--- config.mk ---
export PLATFORM = sky130hd
export DESIGN_NAME = multitap_keypad_encoder
export DESIGN_NICKNAME = d
export VERILOG_FILES = /design/src/rtl/multitap_keypad_encoder.sv
export SDC_FILE = /design/constraint.sdc
export NUM_CORES = 1
export LEC_CHECK = 0
export BUFFER_PORTS_ARGS = -buffer_cell sky130_fd_sc_hd__buf_4
export CAP_MARGIN = 20
export CORE_UTILIZATION = 50
export CTS_CLUSTER_SIZE = 24
export DETAILED_ROUTE_END_ITERATION = 10
export MAX_ROUTING_LAYER = met4
export PLACE_DENSITY = 0.69
export REMOVE_ABC_BUFFERS = 1
export SYNTH_ARGS = -nofsm -noshare
export SYNTH_HDL_FRONTEND = slang
export SYNTH_SLANG_ARGS = --single-unit
--- constraint.sdc ---
create_clock -name clk -period 9.2 [get_ports clk]
set_clock_uncertainty 0.15 [all_clocks]
set_input_delay 0 -clock clk [delete_from_list [all_inputs] [get_ports clk]]
set_output_delay 0 -clock clk [all_outputs]
set_load 0.005 [all_outputs]
--- src/rtl/multitap_keypad_encoder.sv ---
// multitap_keypad_encoder
// Scans an ROWS x COLS matrix keypad, debounces whole scan frames and turns
// repeated presses of a letter key into uppercase ASCII letters (multi-tap).
// The last two keys are submit and clear. One instance per role (host / player).
// Optional build macro: MULTITAP_AUTO_COMMIT_EN commits a pending letter after
// TAP_TIMEOUT idle cycles in TAP.
//
// Handshake note: there is no backpressure. letter_valid, submit and clear are
// single-cycle pulses that the consumer must sample on the cycle they are high;
// letter holds the last committed value until the next commit.
module multitap_keypad_encoder #(
  parameter int ROWS            = 4,
  parameter int COLS            = 4,
  parameter int TAPS            = 3,
  parameter int SCAN_HOLD       = 4,
  parameter int DEBOUNCE_FRAMES = 3,
  parameter int TAP_TIMEOUT     = 1000
) (
  input  logic            clk,
  input  logic            nRst,
  input  logic [ROWS-1:0] row,
  output logic [COLS-1:0] col_drive,
  output logic [7:0]      preview,
  output logic            preview_active,
  output logic [7:0]      letter,
  output logic            letter_valid,
  output logic            submit,
  output logic            clear
);

  localparam int NKEYS = ROWS * COLS;
  localparam int NLK   = (26 + TAPS - 1) / TAPS;
  localparam int KW    = $clog2(NKEYS + 1);
  localparam int TW    = (TAPS > 1) ? $clog2(TAPS) : 1;
  localparam int HW    = (SCAN_HOLD > 1) ? $clog2(SCAN_HOLD) : 1;
  localparam int CW    = (COLS > 1) ? $clog2(COLS) : 1;
  localparam int DW    = $clog2(DEBOUNCE_FRAMES + 1);

  localparam logic [KW-1:0] KEY_NONE   = KW'(NKEYS);
  localparam logic [KW-1:0] KEY_SUBMIT = KW'(NKEYS - 1);
  localparam logic [KW-1:0] KEY_CLEAR  = KW'(NKEYS - 2);

  // Parameter sanity: the keypad must hold every letter key plus submit and clear.
  generate
    if (NKEYS < NLK + 2) begin : g_bad_size
      $error("multitap_keypad_encoder: ROWS*COLS too small for letter keys + submit + clear");
    end
    if (SCAN_HOLD < 1 || DEBOUNCE_FRAMES < 1 || TAP_TIMEOUT < 1 || TAPS < 1) begin : g_bad_param
      $error("multitap_keypad_encoder: SCAN_HOLD, DEBOUNCE_FRAMES, TAP_TIMEOUT, TAPS must be >= 1");
    end
  endgenerate

  typedef enum logic {IDLE = 1'b0, TAP = 1'b1} state_t;

  // ASCII of key k at tap count t.
  function automatic logic [7:0] char_of(input logic [KW-1:0] k, input logic [TW-1:0] t);
    int code;
    code = 'h41 + int'(k) * TAPS + int'(t);
    return code[7:0];
  endfunction

  // Next tap count: wraps after TAPS letters or when the letter would pass 'Z'.
  function automatic logic [TW-1:0] tap_next(input logic [KW-1:0] k, input logic [TW-1:0] t);
    int nt;
    nt = int'(t) + 1;
    if (nt >= TAPS || ('h41 + int'(k) * TAPS + nt) > 'h5A) nt = 0;
    return nt[TW-1:0];
  endfunction

  // ---------------------------------------------------------------- scanner
  logic [HW-1:0] hold_cnt;
  logic [CW-1:0] col_idx, col_next;
  logic [KW-1:0] col_key, frame_min, best;
  logic          sample, last_col, frame_end;

  assign sample    = (hold_cnt == HW'(SCAN_HOLD - 1));
  assign last_col  = (col_idx == CW'(COLS - 1));
  assign col_next  = last_col ? '0 : col_idx + 1'b1;
  assign best      = (col_key < frame_min) ? col_key : frame_min;
  assign frame_end = sample && last_col;

  // Lowest active row in the driven column gives the lowest key of that column.
  always_comb begin
    col_key = KEY_NONE;
    for (int r = ROWS - 1; r >= 0; r--) begin
      if (row[r]) col_key = KW'(r * COLS + int'(col_idx));
    end
  end

  // Column rotation and per-frame minimum key tracking.
  always_ff @(posedge clk or negedge nRst) begin
    if (!nRst) begin
      hold_cnt  <= '0;
      col_idx   <= '0;
      col_drive <= COLS'(1);
      frame_min <= KEY_NONE;
    end else if (sample) begin
      hold_cnt  <= '0;
      col_idx   <= col_next;
      col_drive <= COLS'(1) << col_next;
      frame_min <= last_col ? KEY_NONE : best;
    end else begin
      hold_cnt  <= hold_cnt + 1'b1;
    end
  end

  // -------------------------------------------------------------- debouncer
  logic          pressed, press_evt;
  logic [KW-1:0] db_key, press_key;
  logic [DW-1:0] db_cnt, db_run, rel_run;

  assign db_run  = (best == db_key) ? db_cnt + 1'b1 : DW'(1);
  assign rel_run = db_cnt + 1'b1;

  // Frame-level debounce: one press event per hold, release needs quiet frames.
  always_ff @(posedge clk or negedge nRst) begin
    if (!nRst) begin
      pressed   <= 1'b0;
      press_evt <= 1'b0;
      press_key <= KEY_NONE;
      db_key    <= KEY_NONE;
      db_cnt    <= '0;
    end else begin
      press_evt <= 1'b0;
      if (frame_end) begin
        if (!pressed) begin
          if (best == KEY_NONE) begin
            db_key <= KEY_NONE;
            db_cnt <= '0;
          end else if (db_run >= DW'(DEBOUNCE_FRAMES)) begin
            press_evt <= 1'b1;
            press_key <= best;
            pressed   <= 1'b1;
            db_key    <= best;
            db_cnt    <= '0;
          end else begin
            db_key <= best;
            db_cnt <= db_run;
          end
        end else begin
          if (best != KEY_NONE) begin
            db_cnt <= '0;
          end else if (rel_run >= DW'(DEBOUNCE_FRAMES)) begin
            pressed <= 1'b0;
            db_key  <= KEY_NONE;
            db_cnt  <= '0;
          end else begin
            db_cnt <= rel_run;
          end
        end
      end
    end
  end

  // -------------------------------------------------------------- tap FSM
  state_t        state, state_d;
  logic [KW-1:0] cand_key, cand_d;
  logic [TW-1:0] tap, tap_d;
  logic [7:0]    letter_d, preview_d;
  logic          lv_d, submit_d, clear_d;
  logic          is_letter, is_submit, is_clear;

  assign is_letter = press_evt && (press_key < KW'(NLK));
  assign is_submit = press_evt && (press_key == KEY_SUBMIT);
  assign is_clear  = press_evt && (press_key == KEY_CLEAR);

`ifdef MULTITAP_AUTO_COMMIT_EN
  localparam int TMW = $clog2(TAP_TIMEOUT + 1);
  logic [TMW-1:0] timer, timer_d;
`endif

  // Next-state and registered-output computation.
  always_comb begin
    state_d  = state;
    cand_d   = cand_key;
    tap_d    = tap;
    letter_d = letter;
    lv_d     = 1'b0;
    submit_d = 1'b0;
    clear_d  = 1'b0;
`ifdef MULTITAP_AUTO_COMMIT_EN
    timer_d  = '0;
`endif
    case (state)
      IDLE: begin
        if (is_letter) begin
          cand_d  = press_key;
          tap_d   = '0;
          state_d = TAP;
        end else if (is_submit) begin
          submit_d = 1'b1;
        end else if (is_clear) begin
          clear_d = 1'b1;
        end
      end
      TAP: begin
        if (is_letter && press_key == cand_key) begin
          tap_d = tap_next(cand_key, tap);
        end else if (is_letter) begin
          letter_d = char_of(cand_key, tap);
          lv_d     = 1'b1;
          cand_d   = press_key;
          tap_d    = '0;
        end else if (is_submit) begin
          letter_d = char_of(cand_key, tap);
          lv_d     = 1'b1;
          submit_d = 1'b1;
          tap_d    = '0;
          state_d  = IDLE;
        end else if (is_clear) begin
          clear_d = 1'b1;
          tap_d   = '0;
          state_d = IDLE;
        end else begin
`ifdef MULTITAP_AUTO_COMMIT_EN
          if (timer >= TMW'(TAP_TIMEOUT)) begin
            letter_d = char_of(cand_key, tap);
            lv_d     = 1'b1;
            tap_d    = '0;
            state_d  = IDLE;
          end else begin
            timer_d = timer + 1'b1;
          end
`endif
        end
      end
      default: state_d = IDLE;
    endcase
    preview_d = (state_d == TAP) ? char_of(cand_d, tap_d) : 8'h00;
  end

  // FSM state and output registers.
  always_ff @(posedge clk or negedge nRst) begin
    if (!nRst) begin
      state          <= IDLE;
      cand_key       <= '0;
      tap            <= '0;
      letter         <= 8'h00;
      letter_valid   <= 1'b0;
      submit         <= 1'b0;
      clear          <= 1'b0;
      preview        <= 8'h00;
      preview_active <= 1'b0;
`ifdef MULTITAP_AUTO_COMMIT_EN
      timer          <= '0;
`endif
    end else begin
      state          <= state_d;
      cand_key       <= cand_d;
      tap            <= tap_d;
      letter         <= letter_d;
      letter_valid   <= lv_d;
      submit         <= submit_d;
      clear          <= clear_d;
      preview        <= preview_d;
      preview_active <= (state_d == TAP);
`ifdef MULTITAP_AUTO_COMMIT_EN
      timer          <= timer_d;
`endif
    end
  end

endmodule
==> results.md <==
* Hold crit path type: primary input to asynchronous set/reset pin
* CP Max Fanout at 5
* Worst-Margin Slew at 688 ps
* Number of CTS-inserted buffers at 5
* GRT Overall Usage at 0.212
* Synth cell types at 56
* Arrival @ worst endpoint at 5190 ps
* Crit end category: flip-flop
* Syn_area_per_cell at 10.3 um^2
* Num rows at 30
* Final wirelength at 6770 um
* # DRC at 0
* Power, Total at 0.495 mW
* Lkg Pwr at 2.09 nW
* Total Nets Final at 426
* Synth Flop Type: dfrtp_1
* Dpl ws at 4050 ps
* Async SR Flop Fraction at 1.00
* Clk slew on worst S/H paths at 100 ps
* H-tree depth at 2
* Post-cts resize count at 0
* First-pass GRT wire length at 12000 um
* Clock buffer depth at 2
* Yosys reg bits at 54
* Fillers at 592
* Pwr dens at 125 mW/mm^2
* Most common cell after layout, fill and taps aside: dfrtp_1
* Max Cap Viol at 0
* Initial antenna violation count at 0
* Outcome: finished, final reports clean
* Initial Util at 0.517
* Overflow after GRT at 0
* Vias at 2540
* Sequential share of the synthesized area at 0.386
* I/O pin count at 30
* Layout Area Growth over Synthesis at 13.0%
* Clk_lat worst skew at 310 ps
* Via density at 5.36
* HPWL after DPL at 5030 um
* Port Buffer Count at 29
* Cell count after synthesis at 342
* Die Ht at 85.8 um
* Vias in the first global route at 2543
* Final-report hold violation count at 0
* CP Class: flip-flop to flip-flop
* Highest clock rate at 0.194 GHz
* RePlAce Congestion at 0.939
* Clk Tree Root Cell: clkbuf_8
* DR iter-0 viols at 74
* Relative slew slack at 0.541
* Final Critical Period at 5170 ps
* Die area at 0.00737 mm^2
* Warnings from Yosys at 0
* Share of cells above drive strength 1 at 0.169
* CTS Sinks at 54
* Setup TNS at 0 ps
* Slew Limit Fails at 0
* Routed Antenna Nets at 0
* Final Util at 0.585
* Final worst slack at 4030 ps
* Die W at 85.8 um
* Final setup viols at 0
* Post-synth EDFFs at 0
* Peak VDD IR at 0.0000781 V
* Unrepaired setup endpoints after global routing: false
* TritonRoute pass-1 iters at 4
* Ant diodes at 0
* CTS tree: built
* WL/cell at 14.3 um
* Largest net degree at the start of global routing at 55
* Final period utilization at 0.561
* Commonest cells after routing, fill and taps aside: dfrtp_1, inv_1, ha_1
* Placeable core area at 0.00679 mm^2
* WP data required at 9230 ps
* Startpoint type of the worst setup path: flip-flop
* Cell Area, Synth at 0.00351 mm^2
-- critical path, cell delays in order, from the launching register on --
cell      delay (ps)
dfrtp_1          450
ha_1             330
inv_1             60
fa_1             640
inv_1             70
ha_1             340
a21oi_1          100
a2111o_1         410
inv_1             90
o21ai_0           90
o211ai_1         130
nand3_1          160
o21a_1           220
fa_1             560
inv_1             60
ha_1             260
a21o_1           150
a21o_1           190
a21o_1           170
a21oi_1          160
nor2b_1           80
nor2_1           100
nor2_1            50
-- power breakdown --
group	switching [mW]	internal [mW]
combinational	0.0341	0.0295
sequential	0.0163	0.252
clock	0.0823	0.0814
-- worst paths after layout --
check | from | end | slack, ps | cells past startpoint
setup / recovery | cand_key[1]$_DFF_PN0_ | preview[7]$_DFF_PN0_ | 4030 | 22
hold / removal | nRst | frame_min[2]$_DFFE_PN0P_ | 120 | 2
setup reg to reg | cand_key[1]$_DFF_PN0_ | preview[7]$_DFF_PN0_ | 4030 | 22
hold reg to reg | hold_cnt[0]$_DFF_PN0_ | hold_cnt[0]$_DFF_PN0_ | 280 | 1
max in group asynchronous | nRst | letter[0]$_DFFE_PN0P_ | 8330 | 2
min in group clk | row[1] | db_key[4]$_DFFE_PN1P_ | 120 | 5
-- registers in the layout, summed over array words and instances (netlist names) --
name and cells:
cand_key 5, clear 1, col_drive 4, col_idx 2, db_cnt 2, db_key 5, frame_min 5, hold_cnt 2
letter 8, letter_valid 1, press_evt 1, press_key 5, pressed 1, preview 8, state 1, submit 1
tap 2
-- area by class of cell --
| class | instances | area (um^2) | share of cell area |
|---|---|---|---|
| multi-input combinational | 245 | 2000 | 0.503 |
| inverter | 39 | 146 | 0.0369 |
| clock inverter | 2 | 37.5 | 0.00945 |
| clock buffer | 6 | 72.6 | 0.0183 |
| timing repair buffer | 32 | 243 | 0.0611 |
| tap | 96 | 120 | 0.0302 |
| sequential | 54 | 1360 | 0.342 |
-- metrics by stage --
step	instance area [um^2]	cells	hold slack, ps
2_1_floorplan	3500	338	-446
3_3_place_gp	3850	465	-49.5
3_5_place_dp	3850	465	-45.5
4_1_cts	3970	474	126
5_1_grt	3970	474	170
6_report	3970	474	119
-- routing by layer --
metal	vias to the layer above	track usage	wire, um
li1	1270	-	-
met1	1222	0.283	3280
met2	39	0.345	3220
met3	9	0.0346	202
met4	0	0.0409	72
met5	-	-	0
-- repair_timing --
| action | 4_1_cts | 5_1_grt |
|---|---|---|
| buffers inserted | 0 | 0 |
| hold buffers | 1 | 0 |
| endpoints found under the hold margin | 50 | 0 |
-- cells by family after synthesis --
family | after synthesis | synth area share
fa+ha+maj | 43 | 0.164
xor+xnor | 23 | 0.0573
buf+inv | 43 | 0.0459
simple gates | 81 | 0.130
flops | 54 | 0.386
compound gates | 82 | 0.168
mux | 16 | 0.0495
-- synthesized netlist by cell type (all sizes together) (6+ instances only) --
library cell | count | area, um^2
nand2 | 18 | 67.6
a21oi | 11 | 55.1
inv | 39 | 146
ha | 38 | 475
nor2 | 19 | 73.8
o21ai | 21 | 105
nor3 | 8 | 40.0
xnor2 | 11 | 96.3
nor2b | 8 | 50.1
mux2 | 8 | 93.8
nand4 | 6 | 43.8
dfrtp | 50 | 1250
xor2 | 12 | 105
mux2i | 8 | 80.1
a21o | 11 | 82.6
(Power assumes the default switching activity.)
